--- config.mk ---
export PLATFORM = sky130hd
export DESIGN_NAME = wide_add_sequencer
export DESIGN_NICKNAME = d
export VERILOG_FILES = /design/src/rtl/wide_add_pkg.sv /design/src/rtl/wide_add_sequencer_settle_timer.sv /design/src/rtl/wide_add_sequencer.sv
export SDC_FILE = /design/constraint.sdc
export NUM_CORES = 1
export LEC_CHECK = 0
export BUFFER_PORTS_ARGS = -buffer_cell sky130_fd_sc_hd__buf_4
export CORE_UTILIZATION = 40
export CTS_CLUSTER_SIZE = 14
export DETAILED_ROUTE_END_ITERATION = 6
export PLACE_DENSITY = 0.69
export SLEW_MARGIN = 20
export SYNTH_ARGS = -nofsm -noshare
export SYNTH_HDL_FRONTEND = slang
export SYNTH_SLANG_ARGS = --single-unit
export TNS_END_PERCENT = 30
--- constraint.sdc ---
create_clock -name clk -period 5.95 [get_ports clk]
set_input_delay 0.595 -clock clk [delete_from_list [all_inputs] [get_ports clk]]
set_output_delay 0.595 -clock clk [all_outputs]
set_load 0.02 [all_outputs]
--- src/rtl/wide_add_pkg.sv ---
// Shared constants, FSM encoding and sizing helper for the wide add sequencer.

package wide_add_pkg;

   localparam int SLICE_W = 16;

   typedef logic [1:0] state_t;

   localparam state_t S_IDLE = 2'd0;
   localparam state_t S_RUN  = 2'd1;
   localparam state_t S_DONE = 2'd2;

   // Slice index needs at least one bit, even for a single-slice build.
   function automatic int idx_w(input int words);
      return (words > 1) ? $clog2(words) : 1;
   endfunction

endpackage

--- src/rtl/wide_add_sequencer_settle_timer.sv ---
// Counts the cycles a slice has been held on the adder; done_o marks the
// cycle whose closing edge may sample the adder outputs.

module wide_add_sequencer_settle_timer #(
   parameter int SETTLE = 1
) (
   input  logic clk,
   input  logic reset,
   input  logic clear_i,
   output logic done_o
);

   localparam int CW = (SETTLE > 1) ? $clog2(SETTLE) : 1;
   localparam logic [CW-1:0] LAST = CW'(SETTLE - 1);

   logic [CW-1:0] cnt_q;

   assign done_o = !clear_i && (cnt_q == LAST);

   // NOTE: sequential state uses non-blocking assignments only, so every
   // flop samples pre-edge values regardless of block ordering.
   always_ff @(posedge clk or posedge reset) begin
      if (reset) begin
         cnt_q <= '0;
      end else if (clear_i || done_o) begin
         cnt_q <= '0;
      end else begin
         cnt_q <= cnt_q + 1'b1;
      end
   end

endmodule

--- src/rtl/wide_add_sequencer.sv ---
// Feeds a 16-bit ripple adder one slice per step to build a WORDS*16-bit add.
// Optional feature macro: ADD_SUB_EN (adds in_sub for A-B).

module wide_add_sequencer
   import wide_add_pkg::*;
#(
   parameter int WORDS  = 4,
   parameter int SETTLE = 1
) (
   input  logic                       clk,
   input  logic                       reset,
   input  logic                       in_valid,
   output logic                       in_ready,
   input  logic [SLICE_W*WORDS-1:0]   in_a,
   input  logic [SLICE_W*WORDS-1:0]   in_b,
   input  logic                       in_cin,
`ifdef ADD_SUB_EN
   input  logic                       in_sub,
`endif
   output logic [SLICE_W-1:0]         add_a,
   output logic [SLICE_W-1:0]         add_b,
   output logic                       add_cin,
   input  logic [SLICE_W-1:0]         add_sum,
   input  logic                       add_cout,
   output logic                       out_valid,
   input  logic                       out_ready,
   output logic [SLICE_W*WORDS-1:0]   out_sum,
   output logic                       out_cout
);

   localparam int W  = SLICE_W * WORDS;
   localparam int IW = idx_w(WORDS);

   state_t              state_q, state_d;
   logic [W-1:0]        a_q, a_d;
   logic [W-1:0]        b_q, b_d;
   logic [SLICE_W-1:0]  add_a_q, add_a_d;
   logic [SLICE_W-1:0]  add_b_q, add_b_d;
   logic                add_cin_q, add_cin_d;
   logic [IW-1:0]       idx_q, idx_d;
   logic [W-1:0]        sum_q, sum_d;
   logic                cout_q, cout_d;
   logic [W-1:0]        b_src;
   logic                cin_src;
   logic                slice_done;

`ifdef ADD_SUB_EN
   // Subtraction is A + ~B + 1; B is stored pre-inverted so each slice loads as-is.
   assign b_src   = in_sub ? ~in_b : in_b;
   assign cin_src = in_sub ? 1'b1 : in_cin;
`else
   assign b_src   = in_b;
   assign cin_src = in_cin;
`endif

   wide_add_sequencer_settle_timer #(
      .SETTLE (SETTLE)
   ) u_timer (
      .clk     (clk),
      .reset   (reset),
      .clear_i (state_q != S_RUN),
      .done_o  (slice_done)
   );

   always_comb begin
      state_d   = state_q;
      a_d       = a_q;
      b_d       = b_q;
      add_a_d   = add_a_q;
      add_b_d   = add_b_q;
      add_cin_d = add_cin_q;
      idx_d     = idx_q;
      sum_d     = sum_q;
      cout_d    = cout_q;

      case (state_q)
         S_IDLE: begin
            if (in_valid) begin
               a_d       = in_a;
               b_d       = b_src;
               add_a_d   = in_a[SLICE_W-1:0];
               add_b_d   = b_src[SLICE_W-1:0];
               add_cin_d = cin_src;
               idx_d     = '0;
               state_d   = S_RUN;
            end
         end
         S_RUN: begin
            if (slice_done) begin
               sum_d[int'(idx_q)*SLICE_W +: SLICE_W] = add_sum;
               if (idx_q == IW'(WORDS - 1)) begin
                  cout_d  = add_cout;
                  state_d = S_DONE;
               end else begin
                  // Operand registers shift down so the next slice is always the low word.
                  a_d       = a_q >> SLICE_W;
                  b_d       = b_q >> SLICE_W;
                  add_a_d   = a_d[SLICE_W-1:0];
                  add_b_d   = b_d[SLICE_W-1:0];
                  add_cin_d = add_cout;
                  idx_d     = idx_q + 1'b1;
               end
            end
         end
         S_DONE: begin
            if (out_ready) begin
               state_d = S_IDLE;
            end
         end
         default: state_d = S_IDLE;
      endcase
   end

   always_ff @(posedge clk or posedge reset) begin
      if (reset) begin
         state_q   <= S_IDLE;
         a_q       <= '0;
         b_q       <= '0;
         add_a_q   <= '0;
         add_b_q   <= '0;
         add_cin_q <= 1'b0;
         idx_q     <= '0;
         sum_q     <= '0;
         cout_q    <= 1'b0;
      end else begin
         state_q   <= state_d;
         a_q       <= a_d;
         b_q       <= b_d;
         add_a_q   <= add_a_d;
         add_b_q   <= add_b_d;
         add_cin_q <= add_cin_d;
         idx_q     <= idx_d;
         sum_q     <= sum_d;
         cout_q    <= cout_d;
      end
   end

   assign in_ready  = (state_q == S_IDLE);
   assign out_valid = (state_q == S_DONE);
   assign add_a     = add_a_q;
   assign add_b     = add_b_q;
   assign add_cin   = add_cin_q;
   assign out_sum   = sum_q;
   assign out_cout  = cout_q;

endmodule
==> results.py, run 1 <==
metrics = {
    "status": {
        "status": "finished clean",
    },
    "detailed_routing": {
        "wl_met3_mm": 1.37,
        "firstDrtPassIters": 4,
        "viasPerCell": 5.17,
        "top_layer_used": "met4",
        "drt_wl_total_mm": 21.7,
        "avgRoutedWirePerCell_um": 18.7,
        "first_iter_violations": 255,
        "detail-route-antenna-nets": 0,
        "num_vias": 6023,
        "wl_met1_mm": 9.84,
        "drc": 0,
        "wl_met2_mm": 10.2,
    },
    "floorplan": {
        "start_util": 0.409,
        "die-width_um": 154,
        "dieHeight_um": 154,
        "dieArea_sq_um": 23800,
        "io_pins": 250,
        "coreArea_sq_um": 22700,
        "num_rows": 55,
    },
    "logic_synthesis": {
        "synth_warnings": 0,
        "yosysTopAreaCellShare": 0.536,
        "synth_area_leaders": "dfrtp_1 54%, mux2_2 17%, mux2_4 9.1%, a22o_1 6.1%, buf_4 2.7%",
        "synth-seq-cells": 199,
        "netlist_area_sq_um": 9280,
        "ys_seq_area_frac": 0.536,
        "avgSynthCellArea_sq_um": 13.8,
        "ys_types": 26,
        "synth_fp_nets": 828,
        "yosysTopAreaCell": "dfrtp_1",
        "synthCells": 673,
    },
    "clock_tree": {
        "cts_max_path_buffers": 2,
        "cts_tree": "built",
        "ctsRootBufferMaster": "clkbuf_16",
        "clock_sinks": 199,
        "clk_latency_ns": 0.43,
        "cts_resized": 0,
        "post-cts-setup-buffers": 0,
        "cts_hold_buf": 0,
        "h-tree-depth": 4,
        "clkTransAtPathRegs_ns": 0.09,
        "cts_made_buffers": 17,
    },
    "timing": {
        "slew_viol_final": 0,
        "rsz0062_at_grt": "false",
        "setup_violations": 0,
        "fmax_ghz": 0.290,
        "setup_tns_ns": 0,
        "fin_worst_skew_ns": 0.0112,
        "fin_ws_ns": 2.50,
        "hold_violations": 0,
        "slew-limit-headroom": 0.284,
        "worstMarginPinSlew_ns": 1.07,
        "whs_ns": 0.266,
        "fin_crit_ns": 3.45,
        "finalCritPeriodShare": 0.580,
    },
    "grt": {
        "antenna_found_initial": 0,
        "grt_max_degree": 112,
        "grt.total_usage": 0.187,
        "grt-ovfl-total": 0,
        "grt_pass1_vias": 6305,
        "grt_first_pass_wirelength_mm": 34.8,
    },
    "layout": {
        "final_common_cell": "buf_4",
        "finalCoreUtilization": 0.515,
        "syn_to_final_growth_pct": 25.9,
        "fillers": 2002,
        "final_cell_mix": "255 x buf_4, 199 x dfrtp_1, 139 x mux2_2",
        "drive_above_1_share": 0.560,
        "final_area_sq_um": 11700,
        "num-nets-final": 1021,
        "fin_cells": 1164,
        "diodes": 0,
    },
    "setup_path": {
        "worstPathRequired_ns": 6.31,
        "cp-end-kind": "flip-flop",
        "cp_num_buf_inv": 1,
        "cp_slowest_cell": "nor4_4",
        "crit_fanout": 17,
        "cp-start-kind": "flip-flop",
        "critPathTopFamily": "simple AND/OR/NAND/NOR gates",
        "critPathKind": "flip-flop to flip-flop",
        "arrival_ns": 3.81,
        "path_cells": "inv_1 > ha_1 > nand4bb_1 > nor4_4 > a22o_1",
        "slowest_delay_ns": 1.15,
    },
    "power_and_ir_drop": {
        "p_total_mw": 6.29,
        "ir_drop_mv": 0.266,
        "leakagePower_nw": 5.80,
        "power_density_nw_per_um2": 538,
    },
    "place": {
        "dp_cells": 1132,
        "dpl_worst_slack_ns": 2.57,
        "io_buffers": 249,
        "gp_congestion": 0.739,
        "dp_hpwl_mm": 14.3,
        "placed_cell_area_sq_um": 11100,
    },
    "worst_hold_path": {
        "min_path_type": "input port to asynchronous set/reset pin",
    },
    "job": {
        "cap_violations": 0,
    },
}
==> kinds of logic (layout without fill, tap and decap cells) <==
family	count (synthesis)	in the layout	share of synthesized area
buffers and inverters	120	326	0.0724
AOI/OAI and AO/OA	100	100	0.0806
and+or+nand+nor	52	52	0.0433
adders and majority gates	5	5	0.00674
DFF	199	199	0.536
muxes	196	196	0.260
other	1	1	0.000404
==> power by group <==
part           switching, mW  internal [mW]  total (mW)  leakage, nW
logic                   1.37           1.58        2.95         2.84
clock network          0.609          0.582        1.19        0.299
registers              0.302           1.85        2.16         2.66
total                   2.28           4.02        6.29         5.80
==> worst reg2reg max path: stages (launching register included) <==
cell and delay [ns]:
dfrtp_1 0.47, inv_1 0.28, ha_1 0.40, nand4bb_1 0.82, nor4_4 1.15, a22o_1 0.26
==> synth_stat cells <==
master	number
conb_1	1
a311oi_1	1
mux2_2	139
buf_1	3
nor4_4	3
mux2_4	56
nand4_1	32
buf_6	9
nor4b_4	1
nand4bb_1	4
a22o_1	65
clkbuf_1	15
nor2b_4	1
nor2_2	1
mux2i_1	1
inv_1	38
nand3_1	1
nor2b_1	2
buf_2	21
o21ai_0	34
dfrtp_1	199
nand2_1	2
nand2b_1	2
ha_1	5
buf_4	34
nor2_1	3
==> area by class of cell <==
class                      count  area, sq um  share of cell area
clock inverter                15          191              0.0164
tap                          285          357              0.0305
clock buffer                  17          425              0.0364
timing repair buffer         256         1930               0.166
multi-input combinational    354         3650               0.313
sequential                   199         4980               0.426
inverter                      38          146              0.0125
==> per-layer routing <==
metal | vias to the layer above | GRT usage
met5 | - | 0
li1 | 2772 | -
met3 | 22 | 0.0524
met4 | 0 | 0.0561
met2 | 176 | 0.294
met1 | 3053 | 0.252
==> registers in the layout, indices dropped and copies added, names as in the netlist <==
name / cells
add_cin: 1
out_cout: 1
a_q: 64
state_q: 2
b_q: 64
u_timer.cnt_q: 1
out_sum: 64
idx_q: 2
==> final timing paths <==
kind,start,endpoint,slack (ns),depth (start not counted)
setup / recovery,idx_q[0]$_DFFE_PP0P_,out_sum[1]$_DFFE_PP0P_,2.50,5
hold / removal,reset,a_q[18]$_DFFE_PP0P_,0.27,2
setup reg to reg,idx_q[0]$_DFFE_PP0P_,out_sum[1]$_DFFE_PP0P_,2.50,5
hold reg to reg,b_q[44]$_DFFE_PP0P_,b_q[44]$_DFFE_PP0P_,0.51,1
max in group asynchronous,reset,b_q[63]$_DFFE_PP0P_,4.47,3
min in group clk,out_ready,state_q[1]$_DFFE_PP0P_,0.40,2
No activity file was read; power rests on OpenSTA's default activity.
==> run 2: changes to the inputs <==
==> constraint.sdc (replaced) <==
create_clock -name clk -period 3.1 [get_ports clk]
set_input_delay 0.31 -clock clk [delete_from_list [all_inputs] [get_ports clk]]
set_output_delay 0.31 -clock clk [all_outputs]
set_load 0.02 [all_outputs]
==> run 2 against run 1 <==
- cell count grew 0.77%
- sequential cell count unchanged
- critical path depth is 1 lower
- total power increased by 96%
- register-to-register slack worse by 1.6 ns
- first-iteration DRC count up 13%
- clock skew up 0.0095 ns
- wire length fell by 0.12%
- critical path type unchanged
==> results.py, run 2 (same netlist as run 1, synthesis figures left out) <==
metrics = {
    "setup_path": {
        "worstPathRequired_ns": 3.40,
        "cp-start-kind": "flip-flop",
        "critPathKind": "flip-flop to flip-flop",
        "r2r.worst_path.cells": 4,
        "arrival_ns": 2.54,
        "cp-end-kind": "flip-flop",
        "crit_fanout": 78,
    },
    "clock_tree": {
        "clkTransAtPathRegs_ns": 0.08,
        "cts_max_path_buffers": 2,
        "post-cts-setup-buffers": 0,
        "clk_latency_ns": 0.43,
        "cts_resized": 0,
        "cts_made_buffers": 17,
        "clock_sinks": 199,
        "ctsRootBufferMaster": "clkbuf_16",
        "cts_tree": "built",
        "h-tree-depth": 4,
        "cts_hold_buf": 0,
    },
    "layout": {
        "final_cell_mix": "259 x buf_4, 199 x dfrtp_1, 139 x mux2_2",
        "diodes": 0,
        "finalCoreUtilization": 0.522,
        "drive_above_1_share": 0.564,
        "syn_to_final_growth_pct": 27.7,
        "final_common_cell": "buf_4",
        "final_area_sq_um": 11900,
        "fillers": 1955,
        "num-nets-final": 1030,
    },
    "timing": {
        "fmax_ghz": 0.447,
        "finalCritPeriodShare": 0.721,
        "fin_crit_ns": 2.24,
        "slew_viol_final": 0,
        "worstMarginPinSlew_ns": 0.655,
        "slew-limit-headroom": 0.563,
        "fin_ws_ns": 0.864,
        "setup_tns_ns": 0,
        "hold_violations": 0,
        "fin_worst_skew_ns": 0.0207,
        "setup_violations": 0,
        "rsz0062_at_grt": "false",
    },
    "place": {
        "dpl_worst_slack_ns": 0.830,
        "placed_cell_area_sq_um": 11200,
        "dp_hpwl_mm": 14.2,
        "io_buffers": 249,
        "gp_congestion": 0.737,
    },
    "grt": {
        "met3_usage": 0.0586,
        "antenna_found_initial": 0,
        "grt_max_degree": 117,
        "grt.total_usage": 0.188,
        "grt-busiest-layer": "met2",
        "grt_first_pass_wirelength_mm": 34.9,
        "use_met2": 0.294,
        "grt-ovfl-total": 0,
        "grt_pass1_vias": 6301,
        "grtUsageMet1": 0.254,
    },
    "floorplan": {
        "coreArea_sq_um": 22700,
        "num_rows": 55,
        "dieArea_sq_um": 23800,
        "die-width_um": 154,
        "start_util": 0.409,
        "io_pins": 250,
        "dieHeight_um": 154,
    },
    "power_and_ir_drop": {
        "leakagePower_nw": 5.88,
        "ir_drop_mv": 0.478,
        "power_density_nw_per_um2": 1040,
    },
    "detailed_routing": {
        "viasPerCell": 5.12,
        "drt_wl_total_mm": 21.7,
        "avgRoutedWirePerCell_um": 18.5,
        "firstDrtPassIters": 4,
        "drc": 0,
        "first_iter_violations": 289,
        "num_vias": 6011,
        "detail-route-antenna-nets": 0,
    },
    "status": {
        "status": "finished clean",
    },
    "job": {
        "cap_violations": 0,
    },
    "worst_hold_path": {
        "min_path_type": "input port to asynchronous set/reset pin",
    },
}
run 2: routing by layer:
layer  share of wire  wire [um]
met1            0.45       9710
met3           0.062       1340
met2            0.48      10400
met5               0          0
met4          0.0094        204
run 2: critical path: stages (launching register included):
cell,delay (ns)
dfrtp_1,0.58
nor2b_4,0.47
a22o_4,0.24
buf_12,0.39
mux2_2,0.39
run 2: layout make-up:
cell class / count / area, sq um / area share
Sequential cell: 199 / 4980 / 0.420
Tap cell: 285 / 357 / 0.0301
Clock buffer: 17 / 425 / 0.0359
Clock inverter: 15 / 229 / 0.0193
Inverter: 38 / 146 / 0.0123
Multi-Input combinational cell: 354 / 3650 / 0.308
Timing Repair Buffer: 265 / 2060 / 0.174
run 2: final timing paths:
| check | from | to | slack (ns) |
|---|---|---|---|
| max in group asynchronous | reset | b_q[53]$_DFFE_PP0P_ | 2.51 |
| worst max register to register | state_q[0]$_DFFE_PP0P_ | b_q[44]$_DFFE_PP0P_ | 0.86 |
| worst min-delay path | reset | a_q[16]$_DFFE_PP0P_ | 0.03 |
| worst min register to register | a_q[24]$_DFFE_PP0P_ | a_q[24]$_DFFE_PP0P_ | 0.50 |
| worst max-delay path | state_q[0]$_DFFE_PP0P_ | b_q[44]$_DFFE_PP0P_ | 0.86 |
| min in group clk | out_ready | state_q[1]$_DFFE_PP0P_ | 0.09 |
run 2: per-stage QoR:
stage / power (mW) / hold slack [ns] / instances
3_5_place_dp: 10.0 / 0.492 / 1141
5_1_grt: 13.1 / 0.0593 / 1173
4_1_cts: 12.5 / 0.0509 / 1173
6_report: 12.3 / 0.0311 / 1173
2_1_floorplan: 8.54 / 0.418 / 673
3_3_place_gp: 9.89 / 0.485 / 1141
run 2: power breakdown:
group | switching, mW | internal (mW)
Clock | 1.10 | 1.32
Sequential | 0.576 | 3.56
Combinational | 2.64 | 3.13
